<file path="src/rtl/mem_access.sv">
// mem_access: memory-access stage plus MEM/WB register. Runs loads/stores on a
// req/ack data bus, formats load data, and stalls upstream while a transfer is outstanding.
`ifndef WORD_WIDTH
`define WORD_WIDTH 32
`endif
`ifndef REG_ADDR_W
`define REG_ADDR_W 5
`endif
`ifndef REG_W_SRC_WIDTH
`define REG_W_SRC_WIDTH 2
`endif
`ifndef REG_W_DST_WIDTH
`define REG_W_DST_WIDTH 2
`endif

module mem_access #(
    parameter int W = `WORD_WIDTH
) (
    input  logic                        clk,
    input  logic                        rst_n,
    input  logic                        in_valid,
    input  logic                        in_mem_read,
    input  logic                        in_mem_write,
    input  logic [1:0]                  in_mem_size,
    input  logic                        in_mem_sign,
    input  logic [W-1:0]                in_alu_result,
    input  logic [W-1:0]                in_store_data,
    input  logic [W-1:0]                in_pc,
    input  logic [`REG_ADDR_W-1:0]      in_rd,
    input  logic [`REG_ADDR_W-1:0]      in_rt,
    input  logic                        in_reg_write_en,
    input  logic [`REG_W_SRC_WIDTH-1:0] in_reg_write_src,
    input  logic [`REG_W_DST_WIDTH-1:0] in_reg_write_dst,
    output logic                        mem_stall,
    output logic                        dmem_req,
    output logic                        dmem_we,
    output logic [W-1:0]                dmem_addr,
    output logic [W-1:0]                dmem_wdata,
    output logic [3:0]                  dmem_be,
    input  logic [W-1:0]                dmem_rdata,
    input  logic                        dmem_ack,
    output logic                        wb_valid,
    output logic                        reg_write_en,
    output logic [W-1:0]                alu_result,
    output logic [W-1:0]                mem_data,
    output logic [W-1:0]                pc,
    output logic [`REG_ADDR_W-1:0]      rd,
    output logic [`REG_ADDR_W-1:0]      rt,
    output logic [`REG_W_SRC_WIDTH-1:0] reg_write_src,
    output logic [`REG_W_DST_WIDTH-1:0] reg_write_dst,
    output logic                        addr_error
);

    typedef enum logic {IDLE, BUSY} state_t;

    state_t state, next_state;

    logic                        is_mem;
    logic                        misaligned;
    logic                        accept_mem;
    logic [3:0]                  be_next;
    logic [W-1:0]                wdata_next;
    logic [7:0]                  byte_v;
    logic [15:0]                 half_v;
    logic [W-1:0]                load_data;

    logic                        cap_read;
    logic                        cap_sign;
    logic [1:0]                  cap_size;
    logic [1:0]                  cap_lane;
    logic [W-1:0]                cap_alu;
    logic [W-1:0]                cap_pc;
    logic [`REG_ADDR_W-1:0]      cap_rd;
    logic [`REG_ADDR_W-1:0]      cap_rt;
    logic                        cap_rwe;
    logic [`REG_W_SRC_WIDTH-1:0] cap_src;
    logic [`REG_W_DST_WIDTH-1:0] cap_dst;

    // Handshake: upstream holds in_valid and its bundle while mem_stall is high; a
    // bundle is consumed on any edge with mem_stall low. dmem_ack is meaningful only
    // while dmem_req is high, which is exactly the BUSY state.
    assign mem_stall = (state == BUSY);

    always_ff @(posedge clk or negedge rst_n) begin
        if (!rst_n) state <= IDLE;
        else        state <= next_state;
    end

    always_comb begin
        is_mem     = in_mem_read | in_mem_write;
        misaligned = 1'b0;
        be_next    = 4'b1111;
        wdata_next = in_store_data;
        case (in_mem_size)
            2'd0: begin
                be_next    = 4'b0001 << in_alu_result[1:0];
                wdata_next = {4{in_store_data[7:0]}};
            end
            2'd1: begin
                misaligned = in_alu_result[0];
                be_next    = 4'b0011 << in_alu_result[1:0];
                wdata_next = {2{in_store_data[15:0]}};
            end
            default: misaligned = |in_alu_result[1:0];
        endcase
        accept_mem = (state == IDLE) && in_valid && is_mem && !misaligned;

        next_state = state;
        case (state)
            IDLE:    if (accept_mem) next_state = BUSY;
            BUSY:    if (dmem_ack)   next_state = IDLE;
            default: next_state = IDLE;
        endcase
    end

    // Little-endian lane pick on the returned word, then extension.
    always_comb begin
        byte_v = dmem_rdata[7:0];
        case (cap_lane)
            2'd1:    byte_v = dmem_rdata[15:8];
            2'd2:    byte_v = dmem_rdata[23:16];
            2'd3:    byte_v = dmem_rdata[31:24];
            default: byte_v = dmem_rdata[7:0];
        endcase
        half_v = cap_lane[1] ? dmem_rdata[31:16] : dmem_rdata[15:0];
        case (cap_size)
            2'd0:    load_data = {{24{cap_sign & byte_v[7]}}, byte_v};
            2'd1:    load_data = {{16{cap_sign & half_v[15]}}, half_v};
            default: load_data = dmem_rdata;
        endcase
    end

    always_ff @(posedge clk or negedge rst_n) begin
        if (!rst_n) begin
            dmem_req      <= 1'b0;
            dmem_we       <= 1'b0;
            dmem_addr     <= '0;
            dmem_wdata    <= '0;
            dmem_be       <= '0;
            wb_valid      <= 1'b0;
            reg_write_en  <= 1'b0;
            addr_error    <= 1'b0;
            alu_result    <= '0;
            mem_data      <= '0;
            pc            <= '0;
            rd            <= '0;
            rt            <= '0;
            reg_write_src <= '0;
            reg_write_dst <= '0;
            cap_read      <= 1'b0;
            cap_sign      <= 1'b0;
            cap_size      <= '0;
            cap_lane      <= '0;
            cap_alu       <= '0;
            cap_pc        <= '0;
            cap_rd        <= '0;
            cap_rt        <= '0;
            cap_rwe       <= 1'b0;
            cap_src       <= '0;
            cap_dst       <= '0;
        end else begin
            wb_valid     <= 1'b0;
            reg_write_en <= 1'b0;
            addr_error   <= 1'b0;
            if (state == IDLE) begin
                if (accept_mem) begin
                    dmem_req   <= 1'b1;
                    dmem_we    <= in_mem_write;
                    dmem_addr  <= {in_alu_result[W-1:2], 2'b00};
                    dmem_be    <= be_next;
                    dmem_wdata <= wdata_next;
                    cap_read   <= in_mem_read;
                    cap_sign   <= in_mem_sign;
                    cap_size   <= in_mem_size;
                    cap_lane   <= in_alu_result[1:0];
                    cap_alu    <= in_alu_result;
                    cap_pc     <= in_pc;
                    cap_rd     <= in_rd;
                    cap_rt     <= in_rt;
                    cap_rwe    <= in_reg_write_en;
                    cap_src    <= in_reg_write_src;
                    cap_dst    <= in_reg_write_dst;
                end else if (in_valid) begin
                    // Non-memory op, or a misaligned access retired with the error flag.
                    wb_valid      <= 1'b1;
                    reg_write_en  <= in_reg_write_en & ~is_mem;
                    addr_error    <= is_mem;
                    alu_result    <= in_alu_result;
                    mem_data      <= '0;
                    pc            <= in_pc;
                    rd            <= in_rd;
                    rt            <= in_rt;
                    reg_write_src <= in_reg_write_src;
                    reg_write_dst <= in_reg_write_dst;
                end
            end else if (dmem_ack) begin
                dmem_req      <= 1'b0;
                wb_valid      <= 1'b1;
                reg_write_en  <= cap_rwe;
                alu_result    <= cap_alu;
                mem_data      <= cap_read ? load_data : '0;
                pc            <= cap_pc;
                rd            <= cap_rd;
                rt            <= cap_rt;
                reg_write_src <= cap_src;
                reg_write_dst <= cap_dst;
            end
        end
    end

endmodule

</file>
<file path="config.mk">
export PLATFORM = sky130hd
export DESIGN_NAME = mem_access
export DESIGN_NICKNAME = d
export VERILOG_FILES = /design/src/rtl/mem_access.sv
export SDC_FILE = /design/constraint.sdc
export NUM_CORES = 1
export LEC_CHECK = 0
export ABC_AREA = 1
export CORE_MARGIN = 10
export CORE_UTILIZATION = 30
export CTS_CLUSTER_DIAMETER = 150
export DETAILED_ROUTE_END_ITERATION = 8
export GPL_TIMING_DRIVEN = 0
export PLACE_DENSITY_LB_ADDON = 0.05
export RECOVER_POWER = 50
export SYNTH_ARGS = -nofsm -noshare
export SYNTH_HDL_FRONTEND = slang
export SYNTH_SLANG_ARGS = --single-unit
</file>
<file path="constraint.sdc">
create_clock -name clk -period 2.3 [get_ports clk]
set_clock_uncertainty 0.05 [all_clocks]
set_input_delay 0.46 -clock clk [delete_from_list [all_inputs] [get_ports clk]]
set_output_delay 0.46 -clock clk [all_outputs]
set_load 0.01 [all_outputs]
</file>
==> flow_metrics.tcl <==
set metrics [dict create \
    status "complete, no violations" \
    die_w_um 208 \
    dieHeight_um 208 \
    ys_dominant_reg_cell "dfrtp_1" \
    syn_area_um2 10600 \
    powerDensity_nw_per_um2 958 \
    ys_seq_elements 235 \
    place_inst 2047 \
    clk_pin_slew_worst_paths_ns 0.06 \
    rsz0062_at_grt "false" \
    ir_worst_vdd_uv 505 \
    synth_top_area_cell "dfrtp_1" \
    min_to "cap_sign" \
    grt_max_degree 110 \
    clkSinkCount 235 \
    yosysSeqAreaShare_pct 55.2 \
    routabilityCongestion 0.858 \
    vias_per_cell 4.52 \
    fmax_mhz 474 \
    final_cells 2103 \
    end_kind "output port" \
    worstMarginPinSlew_ns 0.978 \
    grt_pass1_vias 9732 \
    synth-async-reset-ratio_pct 100 \
    hp-class "input port to register" \
    numCtsBuffers 28 \
    min_path_cells 3 \
    hold_slack_ns 0.408 \
    rows 68 \
    cts_max_level 1 \
    ff2ff_setup_slack_ns 0.27 \
    max-slew-margin-rel_pct 34.8 \
    cap_violations 0 \
    hold_viol 0 \
    p_leak_uw 0.00734 \
    fin_crit_ns 2.11 \
    r2r_end "alu_result[27]" \
    drive_gt1_share_pct 8.45 \
    start_kind "register" \
    drt-initial-drc-count 492 \
    drt_drc_violations_left 0 \
    vias 9499 \
    synth_area_leaders "dfrtp_1 55%, nand2_1 18%, o21ai_0 7.8%, mux2i_1 3.3%, buf_4 2.9%" \
    maxSlewViolCount 0 \
    fp.coreArea_um2 34800 \
    yosysTopAreaCellShare_pct 55.2 \
    crit_type "register to output port" \
    area_growth_pct 45.7 \
    cts_tree "built" \
    route.detailed.wl_per_inst_um 19.1 \
    finalCritPeriodShare_pct 91.6 \
    layout.nets 1775 \
    grt_pass1_wl_um 61300 \
    synth_edf_count 0 \
    crit_fanout 3 \
    antenna_found_initial 7 \
    clockRootBuffer "clkbuf_16" \
    worstPathArrival_ns 1.60 \
    insertion_delay_ns 0.54 \
    netlist_top_cells_count "504 x nand2_1, 235 x dfrtp_1, 166 x o21ai_0" \
    syn_area_per_cell_um2 8.48 \
    min-delay-start "in_mem_sign" \
    totalPowerFinal_uw 14900 \
    overflow 0 \
    drt_first_pass_iters 5 \
    critPathRequiredTime_ns 1.79 \
    ant_nets 0 \
    io_buffers 333 \
    max-clock-path-buffers 3 \
    r2r_start "mem_stall" \
    start_util_pct 30.6 \
    dp_hpwl_um 30000 \
    yosysUniqueCellTypes 29 \
    synthCells 1256 \
    synthMostInstantiatedCell "nand2_1" \
    r2r_cells 5 \
    routed_wl_um 40100 \
    io_pins 336 \
    setup_violations 0 \
    yosysWarnings 0 \
    die_area_um2 43400 \
    grt_usage_pct 17.8 \
]
## cell type report
cell class                      count  area (um2)
Clock inverter                      5        52.6
Fill cell                        3527       19300
Clock buffer                       46         840
Multi-Input combinational cell    856        3860
Antenna cell                        4        10.0
Buffer                            103         664
Tap cell                          455         569
Sequential cell                   235        5880
Timing Repair Buffer              336        3390
Inverter                           63         239
## registers in the layout, indices dropped and copies added, names as in the netlist, 31 cells and up
name        cells
cap_pc         32
mem_data       32
dmem_wdata     32
pc             32
cap_alu        31
alu_result     32
## placed cells by master, fill, tap and decap left out, types with 2 or more instances in the layout
cell             synthesis  final
nand2_1                504    504
clkdlybuf4s50_1          0    254
dfrtp_1                235    235
o21ai_0                166    166
dlygate4sd3_1            0     79
inv_1                   57     57
o21ai_1                 49     49
clkbuf_1                28     40
nor2_1                  39     39
buf_4                   41     39
mux2i_1                 35     35
clkbuf_16                0     29
a21oi_1                 27     27
buf_2                   19     18
buf_6                   14     14
nand3_1                 12     12
o21ai_2                 10     10
clkbuf_8                 0      5
diode_2                  0      4
inv_2                    4      4
clkbuf_2                 0      4
nand2_2                  3      3
clkinv_2                 0      3
conb_1                   1      2
buf_16                   0      2
## critical path, stage by stage, from the launching register on
cell and delay, ns:
dfrtp_1 0.36, buf_4 0.11, clkdlybuf4s50_1 0.59
## worst max-delay path by stage
stage / depth (start not counted) / to / from
global placement: 1 / cap_alu[14] / rst_n
CTS: 2 / dmem_addr[31] / cap_alu[31]
global route: 7 / cap_pc[23] / in_alu_result[0]
finish: 2 / dmem_addr[31] / cap_alu[31]
floorplan: 10 / alu_result[25] / mem_stall
detailed placement: 7 / cap_pc[23] / in_alu_result[0]
## logic make-up (layout without fill, tap and decap cells)
logic type | count (synthesis) | in the layout | synth area share, %
simple gates | 564 | 564 | 20.5
compound gates | 255 | 255 | 12.4
flops | 235 | 235 | 55.2
buf+inv | 166 | 553 | 8.53
mux | 35 | 35 | 3.29
other cells | 1 | 6 | 0.0352
## per-stage QoR
stage	setup slack (ns)	cell area (um2)	utilization, %	setup TNS, ns
after detailed placement	-0.407	14600	42.0	-60.77
after global routing	0.00648	15500	44.6	0
final	0.192	15500	44.6	0
after floorplan	0.690	10600	-	0
after CTS	0.147	15500	44.6	0
after global placement	-10.30	14600	41.8	-2467.42
## where the power goes
group,leakage (uW),switching (uW),internal (uW)
Combinational,0.00396,2480,2350
Sequential,0.00295,548,5150
Clock,0.000434,1750,2580
Total,0.00734,4780,10100
## metal layers
metal	global-route usage [%]	share of wire [%]	vias to the layer above
li1	-	-	4718
met1	22.4	43	4485
met2	28.6	47	247
met3	6.65	8.5	43
met4	3.51	1.6	6
met5	0	0.085	-
## timing repair
item | 4_1_cts | 5_1_grt
hold endpoints to repair | 32 | 0
buffers inserted | 0 | 0
hold buffers | 1 | 0
resized for setup | 0 | 0
Power figures use the tool's default switching activity.
